**src/rtl/smu_seq_pkg.sv**
```systemverilog
// Shared entry layout, sizing helpers and entry decode for smu_seq_engine.
// Build option SMU_SEQ_TIMEOUT_EN adds a per-step Timeout field to every entry.
package smu_seq_pkg;
`ifdef SMU_SEQ_TIMEOUT_EN
    localparam bit TIMEOUT_EN = 1'b1;
`else
    localparam bit TIMEOUT_EN = 1'b0;
`endif

    localparam int MAX_K       = 32;
    localparam int MAX_TO_W    = 32;
    localparam int MAX_ENTRY_W = 2 * MAX_K + 2 + MAX_TO_W;

    localparam int FINAL_OFF = 0;
    localparam int NEG_OFF   = 1;
    localparam int MASK_OFF  = 2;

    // Fields are sized for the widest supported build; decode zero-fills the rest.
    typedef struct packed {
        logic [MAX_TO_W-1:0] timeout;
        logic [MAX_K-1:0]    cmp_val;
        logic [MAX_K-1:0]    cmp_mask;
        logic                cmp_neg;
        logic                final_step;
    } entry_t;

    function automatic int val_off(input int k);
        return k + 2;
    endfunction

    function automatic int to_off(input int k);
        return 2 * k + 2;
    endfunction

    function automatic int entry_w(input int k, input int to_w);
        return 2 * k + 2 + (TIMEOUT_EN ? to_w : 0);
    endfunction

    function automatic int cfg_size(input int n, input int m, input int k, input int to_w);
        return n * m * entry_w(k, to_w);
    endfunction

    function automatic entry_t unpack_entry(input logic [MAX_ENTRY_W-1:0] raw,
                                            input int k, input int to_w);
        entry_t           e;
        logic [MAX_K-1:0]    km;
        logic [MAX_TO_W-1:0] tm;
        km           = MAX_K'((64'd1 << k) - 64'd1);
        tm           = MAX_TO_W'((64'd1 << to_w) - 64'd1);
        e.final_step = raw[FINAL_OFF];
        e.cmp_neg    = raw[NEG_OFF];
        e.cmp_mask   = MAX_K'(raw >> MASK_OFF) & km;
        e.cmp_val    = MAX_K'(raw >> val_off(k)) & km;
        e.timeout    = TIMEOUT_EN ? (MAX_TO_W'(raw >> to_off(k)) & tm) : '0;
        return e;
    endfunction
endpackage

```
**src/rtl/smu_seq_channel.sv**
```systemverilog
// One sequence-detection channel: step register, masked compare, trigger pipe.
// With SMU_SEQ_TIMEOUT_EN a saturating counter can send a stalled step back to 0.
module smu_seq_channel
    import smu_seq_pkg::*;
#(
    parameter int N    = 4,
    parameter int K    = 8,
    parameter int TO_W = 8,
    parameter int EW   = entry_w(K, TO_W)
) (
    input  logic                 clk,
    input  logic                 rst,
    input  logic                 en,
    input  logic [K-1:0]         p,
    input  logic [EW-1:0]        entry,
    output logic [$clog2(N)-1:0] step,
    output logic                 trigger
);
    localparam int SW = $clog2(N);

    logic [MAX_ENTRY_W-1:0] raw;
    entry_t                 e;
    logic                   match;
    logic                   last;
    logic                   expire;
    logic                   done_nx;
    logic                   trig_p0;
    logic [SW-1:0]          step_nx;
    logic                   unused_fields;

    always_comb begin
        raw           = '0;
        raw[EW-1:0]   = entry;
        e             = unpack_entry(raw, K, TO_W);
        match         = ((((p ^ e.cmp_val[K-1:0]) & e.cmp_mask[K-1:0]) == '0) ^ e.cmp_neg);
        last          = e.final_step || (step == SW'(N - 1));
        unused_fields = ^{e.timeout, e.cmp_val, e.cmp_mask};
    end

`ifdef SMU_SEQ_TIMEOUT_EN
    logic [TO_W-1:0] cnt;
    logic [TO_W-1:0] cnt_inc;
    logic [TO_W-1:0] limit;

    always_comb begin
        limit   = e.timeout[TO_W-1:0];
        cnt_inc = (cnt == '1) ? cnt : cnt + 1'b1;
        expire  = en && !match && (step != '0) && (limit != '0) && (cnt_inc == limit);
    end

    // Cleared on every step entry (match or expiry) and whenever idle in step 0.
    always_ff @(posedge clk) begin
        if (rst || !en || match || expire || step == '0)
            cnt <= '0;
        else
            cnt <= cnt_inc;
    end
`else
    assign expire = 1'b0;
`endif

    always_comb begin
        step_nx = step;
        done_nx = 1'b0;
        if (en) begin
            if (match) begin
                if (last) begin
                    step_nx = '0;
                    done_nx = 1'b1;
                end else begin
                    step_nx = step + 1'b1;
                end
            end else if (expire) begin
                step_nx = '0;
            end
        end
    end

    // p0: completion captured at the matching edge; p1: trigger pulse out.
    always_ff @(posedge clk) begin
        if (rst) begin
            step    <= '0;
            trig_p0 <= 1'b0;
            trigger <= 1'b0;
        end else begin
            step    <= step_nx;
            trig_p0 <= done_nx;
            trigger <= trig_p0;
        end
    end
endmodule

```
**src/rtl/smu_seq_engine.sv**
```systemverilog
// Signal monitor top: serial config deserializer with lock, M sequence channels.
// Entry layout depends on SMU_SEQ_TIMEOUT_EN (see smu_seq_pkg).
module smu_seq_engine
    import smu_seq_pkg::*;
#(
    parameter int N    = 4,
    parameter int K    = 8,
    parameter int M    = 4,
    parameter int TO_W = 8
) (
    input  logic                   clk,
    input  logic                   rst,
    input  logic [K-1:0]           p,
    input  logic                   cfg_in,
    input  logic                   cfg_valid,
    output logic                   cfg_done,
    output logic [M-1:0]           trigger,
    output logic [M*$clog2(N)-1:0] smu_state
);
    localparam int SW = $clog2(N);
    localparam int EW = entry_w(K, TO_W);
    localparam int CS = cfg_size(N, M, K, TO_W);
    localparam int CW = $clog2(CS + 1);

    logic [CS-1:0] cfg_sr;
    logic [CW-1:0] bit_cnt;

    // First bit sent ends up at bit 0 once the full stream is shifted in.
    always_ff @(posedge clk) begin
        if (rst) begin
            cfg_sr   <= '0;
            bit_cnt  <= '0;
            cfg_done <= 1'b0;
        end else if (cfg_valid && !cfg_done) begin
            cfg_sr  <= {cfg_in, cfg_sr[CS-1:1]};
            bit_cnt <= bit_cnt + 1'b1;
            if (bit_cnt == CW'(CS - 1))
                cfg_done <= 1'b1;
        end
    end

    for (genvar m = 0; m < M; m++) begin : g_ch
        logic [EW-1:0] tbl [N];
        logic [SW-1:0] step;

        for (genvar n = 0; n < N; n++) begin : g_step
            assign tbl[n] = cfg_sr[(n * M + m) * EW +: EW];
        end

        smu_seq_channel #(
            .N    (N),
            .K    (K),
            .TO_W (TO_W),
            .EW   (EW)
        ) u_ch (
            .clk     (clk),
            .rst     (rst),
            .en      (cfg_done),
            .p       (p),
            .entry   (tbl[step]),
            .step    (step),
            .trigger (trigger[m])
        );

        assign smu_state[m*SW +: SW] = step;
    end
endmodule

```
**config.mk**
```make
export PLATFORM = sky130hd
export DESIGN_NAME = smu_seq_engine
export DESIGN_NICKNAME = d
export VERILOG_FILES = /design/src/rtl/smu_seq_pkg.sv /design/src/rtl/smu_seq_channel.sv /design/src/rtl/smu_seq_engine.sv
export SDC_FILE = /design/constraint.sdc
export NUM_CORES = 1
export LEC_CHECK = 0
export BUFFER_PORTS_ARGS = -buffer_cell sky130_fd_sc_hd__buf_2
export CORE_ASPECT_RATIO = 0.7
export CORE_UTILIZATION = 50
export CTS_BUF_LIST = sky130_fd_sc_hd__clkbuf_8
export CTS_CLUSTER_DIAMETER = 60
export DETAILED_ROUTE_END_ITERATION = 10
export PLACE_DENSITY = 0.71
export SLEW_MARGIN = 10
export SYNTH_ARGS = -nofsm -noshare
export SYNTH_HDL_FRONTEND = slang
export SYNTH_SLANG_ARGS = --single-unit
```
**constraint.sdc**
```tcl
create_clock -name clk -period 3.3 [get_ports clk]
set_input_delay 0.165 -clock clk [delete_from_list [all_inputs] [get_ports clk]]
set_output_delay 0.165 -clock clk [all_outputs]
set_load 0.005 [all_outputs]
```
== Word-level counts from Yosys, hierarchy flattened ==
Index checks and enable logic that the tools add are counted.
Word-level totals
  bits in registers: 314
  bits in latches: 0
  bits in writable memories: 0
  memory bits (read-only): 0
  input port bits: 12
  output and inout port bits: 13
  word-level logic and storage cells: 89
  memories kept: 0
Operators by class
  add/subtract/negate cells: 5
  $mul: 0
  divide/modulo/power cells: 0
  magnitude comparators: 4
  equality and inequality tests: 5
  shifts and indexed selects: 0
  multiplexer cells: 20
  bitwise operators: 21
  reduce and logical (&&, ||, !) cells: 19
Operators with widths (count)
  $bmux 18 s2: 4
  $mux 18: 8
  $and 8x8->8: 4
  $logic_not 8->1: 4
  $xor 8x8->8: 4
  $ge 3x3->1 const B: 4
  $not 2->3: 4
  $reduce_or 3->1: 4
  $reduce_and 2->1: 5
  $add 9x1->9 const B: 1
  $eq 9x9->1 const B: 1
  $add 2x1->2 const B: 4
  $eq 2x2->1 const B: 4
  $mux 2: 4
  $not 1->1: 5
  $logic_or 1x1->1: 4
  $mux 1: 4
  $xor 1x1->1: 4
  $logic_and 1x1->1: 1
  $logic_not 1->1: 1

== Logic depth before layout (Yosys ltp) ==
  word-level depth: 10
  depth in mapped cells: 9

== Cells and area by module ==
From an unflattened synthesis, not the netlist that was laid out.
Unflattened totals
  cell total of the unflattened synthesis: 1515
  area total of the unflattened synthesis: 13128.8 µm²
Modules (own cells, without submodules)
  smu_seq_engine: instances 1, cells an instance 1391, area each 11962.7 µm², sequential area each 5965.7 µm²
  smu_seq_channel: instances 4, cells an instance 31, area each 291.5 µm², sequential area each 80.1 µm²

== Worst setup path after synthesis ==
Ideal clock, no wire load.
  kind: reg2reg
  start point: register g_ch[1].u_ch.step[0]
  end point: register g_ch[1].u_ch.step[0]
  data arrival time: 1.723 ns
  setup slack: 1.443 ns
  stages on the path, launching flop included: 9
  buffers on the path: 1
  clock period less this slack: 1.857 ns
  cell sequence: dfxtp_1 -> clkbuf_1 -> and2_1 -> a222oi_1 -> nand3_1 -> o22ai_1 -> o21ai_0 -> nor3b_1 -> o32ai_1
On the way
  longest elaborated chain between the ends: 9
  elaborated cells on any way between the ends: 13
RTL lines
  start, declared: RTL line smu_seq_channel.sv:16  | output logic [$clog2(N)-1:0] step,
  start signal, assigned: RTL line smu_seq_channel.sv:86  | step <= step_nx;
  $not 2->3 (implied by the code): RTL line smu_seq_engine.sv:60  | .entry (tbl[step]),
  $bmux 18 s2: RTL line smu_seq_engine.sv:60
  $mux 18 (implied by the code) (2 in a row): RTL line smu_seq_engine.sv:60
  $xor 8x8->8: RTL line smu_seq_channel.sv:35  | match = ((((p ^ e.cmp_val[K-1:0]) & e.cmp_mask[K-1:0]) == '0) ^ e.cmp_neg);
  $and 8x8->8: RTL line smu_seq_channel.sv:35
  $logic_not 8->1: RTL line smu_seq_channel.sv:35
  $xor 1x1->1: RTL line smu_seq_channel.sv:35
  $reduce_and 2->1 (no line)
Parallel ways exist; a longest one is shown, timed or not. The select of a mux whose other input is x is not followed.
A chain may end at the register's enable or synchronous reset.

== Worst setup path in the final report ==
  start point: register cfg_done
  end point: register cfg_sr[101]
On the way
  longest elaborated chain between the ends: 2
RTL lines
  start, declared: RTL line smu_seq_engine.sv:16  | output logic cfg_done,
  start signal, assigned: RTL line smu_seq_engine.sv:33  | cfg_done <= 1'b0;
  start signal, assigned: RTL line smu_seq_engine.sv:38  | cfg_done <= 1'b1;
  $logic_not 1->1: RTL line smu_seq_engine.sv:34  | end else if (cfg_valid && !cfg_done) begin
  $logic_and 1x1->1: RTL line smu_seq_engine.sv:34
  end signal, assigned: RTL line smu_seq_engine.sv:35  | cfg_sr <= {cfg_in, cfg_sr[CS-1:1]};
  end, declared: RTL line smu_seq_engine.sv:25  | logic [CS-1:0] cfg_sr;
Every way passes these cells.

==> results.yml <==
clocking:
  cts.sinks: 314
  insertion_delay_ps: 570
  ctsLongestPathBuffers: 3
  numCtsBuffers: 48
  root_buffer: "clkbuf_8"
  cts_tree: "yes"
  cts.htree.levels: 2
  cts_resized: 0
  postCtsSetupRepairBufs: 0
  clkSlewWorstSetupHoldPaths_ps: 60
hold_path:
  hold_start: "rst"
  hold_end: "bit_cnt[6]$_SDFFE_PP0P_"
  min_path_cells: 2
  min_path_type: "input pin to flop"
floorplanning:
  die_area_mm2: 0.0269
  start_util: 0.510
  io_pins: 25
  core_area_mm2: 0.0257
  die_y_um: 138
  rows: 49
  die_w_um: 196
logic_synthesis:
  synthTopCellsByCount: "nand2_1, dfxtp_1, a21oi_1, xor2_1, clkbuf_1"
  async_flop_share: 0
  avgSynthCellArea_um2: 8.01
  syn_inst: 1639
  yosysTopAreaCellShare: 0.479
  synthFlopType: "dfxtp_1"
  synth-seq-area-share: 0.479
  synth_edf_count: 0
  synth_cell_types: 38
  yosys_warnings: 0
  synth_most_common_cell: "nand2_1"
  ys_ff_latch: 314
  synth_top_area_cell: "dfxtp_1"
  synth_fp_nets: 1656
  synthTopCellsByArea: "dfxtp_1, nand2_1, a21oi_1"
  syn-cell-area_mm2: 0.0131
grt:
  grt.total_usage: 0.227
  antenna_found_initial: 0
  grt_max_degree: 104
  grt_overflow: 0
  grt_pass1_wl_um: 49300
  first_global_vias: 9450
routing:
  drt-wirelength-per-cell_um: 15.5
  ant_nets: 0
  num_vias: 10700
  dr.first_iter.drc_count: 912
  drt_pass1_iterations: 5
  drc: 0
  via_per_inst: 5.43
  wl_um: 30500
sta:
  holdWs_ps: 50.3
  relSlewSlack: 0.488
  worstMarginPinSlew_ps: 768
  max_freq_ghz: 0.460
  rsz0062_at_grt: "no"
  min_period_ps: 2180
  period_share: 0.659
  hold_viol: 0
  setup_viol_count_final: 0
  drv_slew: 0
  clock-skew-final_ps: 12.3
  fin_tns_setup_ps: 0
critical_path:
  critical_path_required_ps: 3780
  worst-r2r-cell-count: 5
  worst-path-buf-inv: 2
  worst_r2r_endpoint: "cfg_sr[101]$_SDFFE_PP0P_"
  cpPeakStageDelay_ps: 580
  cp_cell_sequence: "clkinv_1 > nand2_4 > buf_12 > nand2_1 > a21oi_1"
  cp-start-kind: "flop"
  crit_slowest_cell: "nand2_4"
  cp-end-kind: "flop"
  critPathKind: "flop to flop"
  path_delay_family: "buffers and inverters"
  rrSetupSlack_ps: 1120
  crit_fanout: 75
  timing.rr.start: "cfg_done$_SDFFE_PP0P_"
  cp.arrival_ps: 2660
run_status:
  status: "finished clean"
cells_and_area:
  drive_gt1_frac: 0.0728
  num_antenna_cells: 0
  area_growth_pct: 8.49
  nNetsFinal: 1621
place:
  numPortBuffers: 24
  hpwl_um: 18300
  gp_congestion: 0.829
flow_run:
  cap_viol_max_count: 0
power_and_ir_drop:
  power_density_mw_per_mm2: 517
  peakVddDrop_uv: 302
  p_leak_nw: 5.11
[worst max path at each step]
stage,startpoint,end,cells past startpoint
4_1_cts,cfg_done$_SDFFE_PP0P_,cfg_sr[101]$_SDFFE_PP0P_,5
6_report,cfg_done$_SDFFE_PP0P_,cfg_sr[101]$_SDFFE_PP0P_,5
3_5_place_dp,p[1],g_ch[1].u_ch.step[1]$_SDFFE_PP0P_,8
2_1_floorplan,g_ch[1].u_ch.step[0]$_SDFFE_PP0P_,g_ch[1].u_ch.step[0]$_SDFFE_PP0P_,8
5_1_grt,g_ch[1].u_ch.step[0]$_SDFFE_PP0P_,g_ch[1].u_ch.step[0]$_SDFFE_PP0P_,7
3_3_place_gp,p[1],g_ch[1].u_ch.step[0]$_SDFFE_PP0P_,8
[routing by layer]
metal,up-vias,wire length (um),part of all wire,global-route usage
li1,5342,-,-,-
met1,5014,15000,0.49,0.337
met2,281,13000,0.43,0.334
met3,45,1910,0.063,0.0401
met4,0,550,0.018,0.0720
met5,-,0,0,0
[kinds of logic (layout without fill, tap and decap cells)]
kind of cell    after synthesis  after routing  synth area share
simple gates                677            677             0.206
fa+ha+maj                     5              5           0.00477
mux                           8              8            0.0139
flops                       314            314             0.479
buf+inv                     132            128            0.0494
compound gates              368            368             0.157
xor+xnor                    135            135            0.0901
[power by group]
part | leakage [nW] | total (mW) | internal [mW] | switching [mW]
registers | 2.53 | 3.80 | 3.79 | 0.00390
logic | 2.03 | 0.326 | 0.0662 | 0.260
clock network | 0.556 | 3.24 | 1.77 | 1.47
total | 5.11 | 7.36 | 5.63 | 1.73
[area by class of cell]
type | instances | area, um2
Clock inverter | 18 | 95.1
Timing Repair Buffer | 38 | 338
Fill cell | 2362 | 11500
Inverter | 9 | 33.8
Tap cell | 331 | 414
Sequential cell | 314 | 6290
Clock buffer | 63 | 867
Multi-Input combinational cell | 1193 | 6210
[cell usage in the layout (no fill, tap or decap), drive strengths merged, types with 11 or more instances in the layout]
master | Yosys | layout
a22oi | 24 | 24
inv | 8 | 24
a222oi | 16 | 16
buf | 20 | 37
dfxtp | 314 | 314
nor2 | 17 | 17
nand2b | 11 | 11
xor2 | 134 | 134
nand2 | 595 | 595
a21oi | 299 | 299
nand3 | 24 | 24
clkbuf | 103 | 63
[per-stage QoR]
step	power (mW)	utilization	setup slack [ps]	instance area [um2]	instances
after global placement	4.21	0.515	977	13300	1884
after global routing	7.64	0.553	846	14200	1966
after floorplan	4.13	-	1440	13100	1639
after detailed placement	4.21	0.515	911	13300	1884
final	7.36	0.553	1120	14200	1966
after CTS	7.43	0.553	1130	14200	1966
[flip-flops by register name, indices dropped and copies added (netlist names)]
| name | cells |
|---|---|
| cfg_sr | 288 |
| bit_cnt | 9 |
| g_ch.u_ch.step | 8 |
| g_ch.u_ch.trig_p0 | 4 |
| g_ch.u_ch.trigger | 4 |
| cfg_done | 1 |
[what timing repair did]
action | CTS | global route
setup endpoints to repair | 0 | 0
hold endpoints to repair | 1 | 0
hold buffers | 1 | 0
No activity file was read; power rests on OpenSTA's default activity.
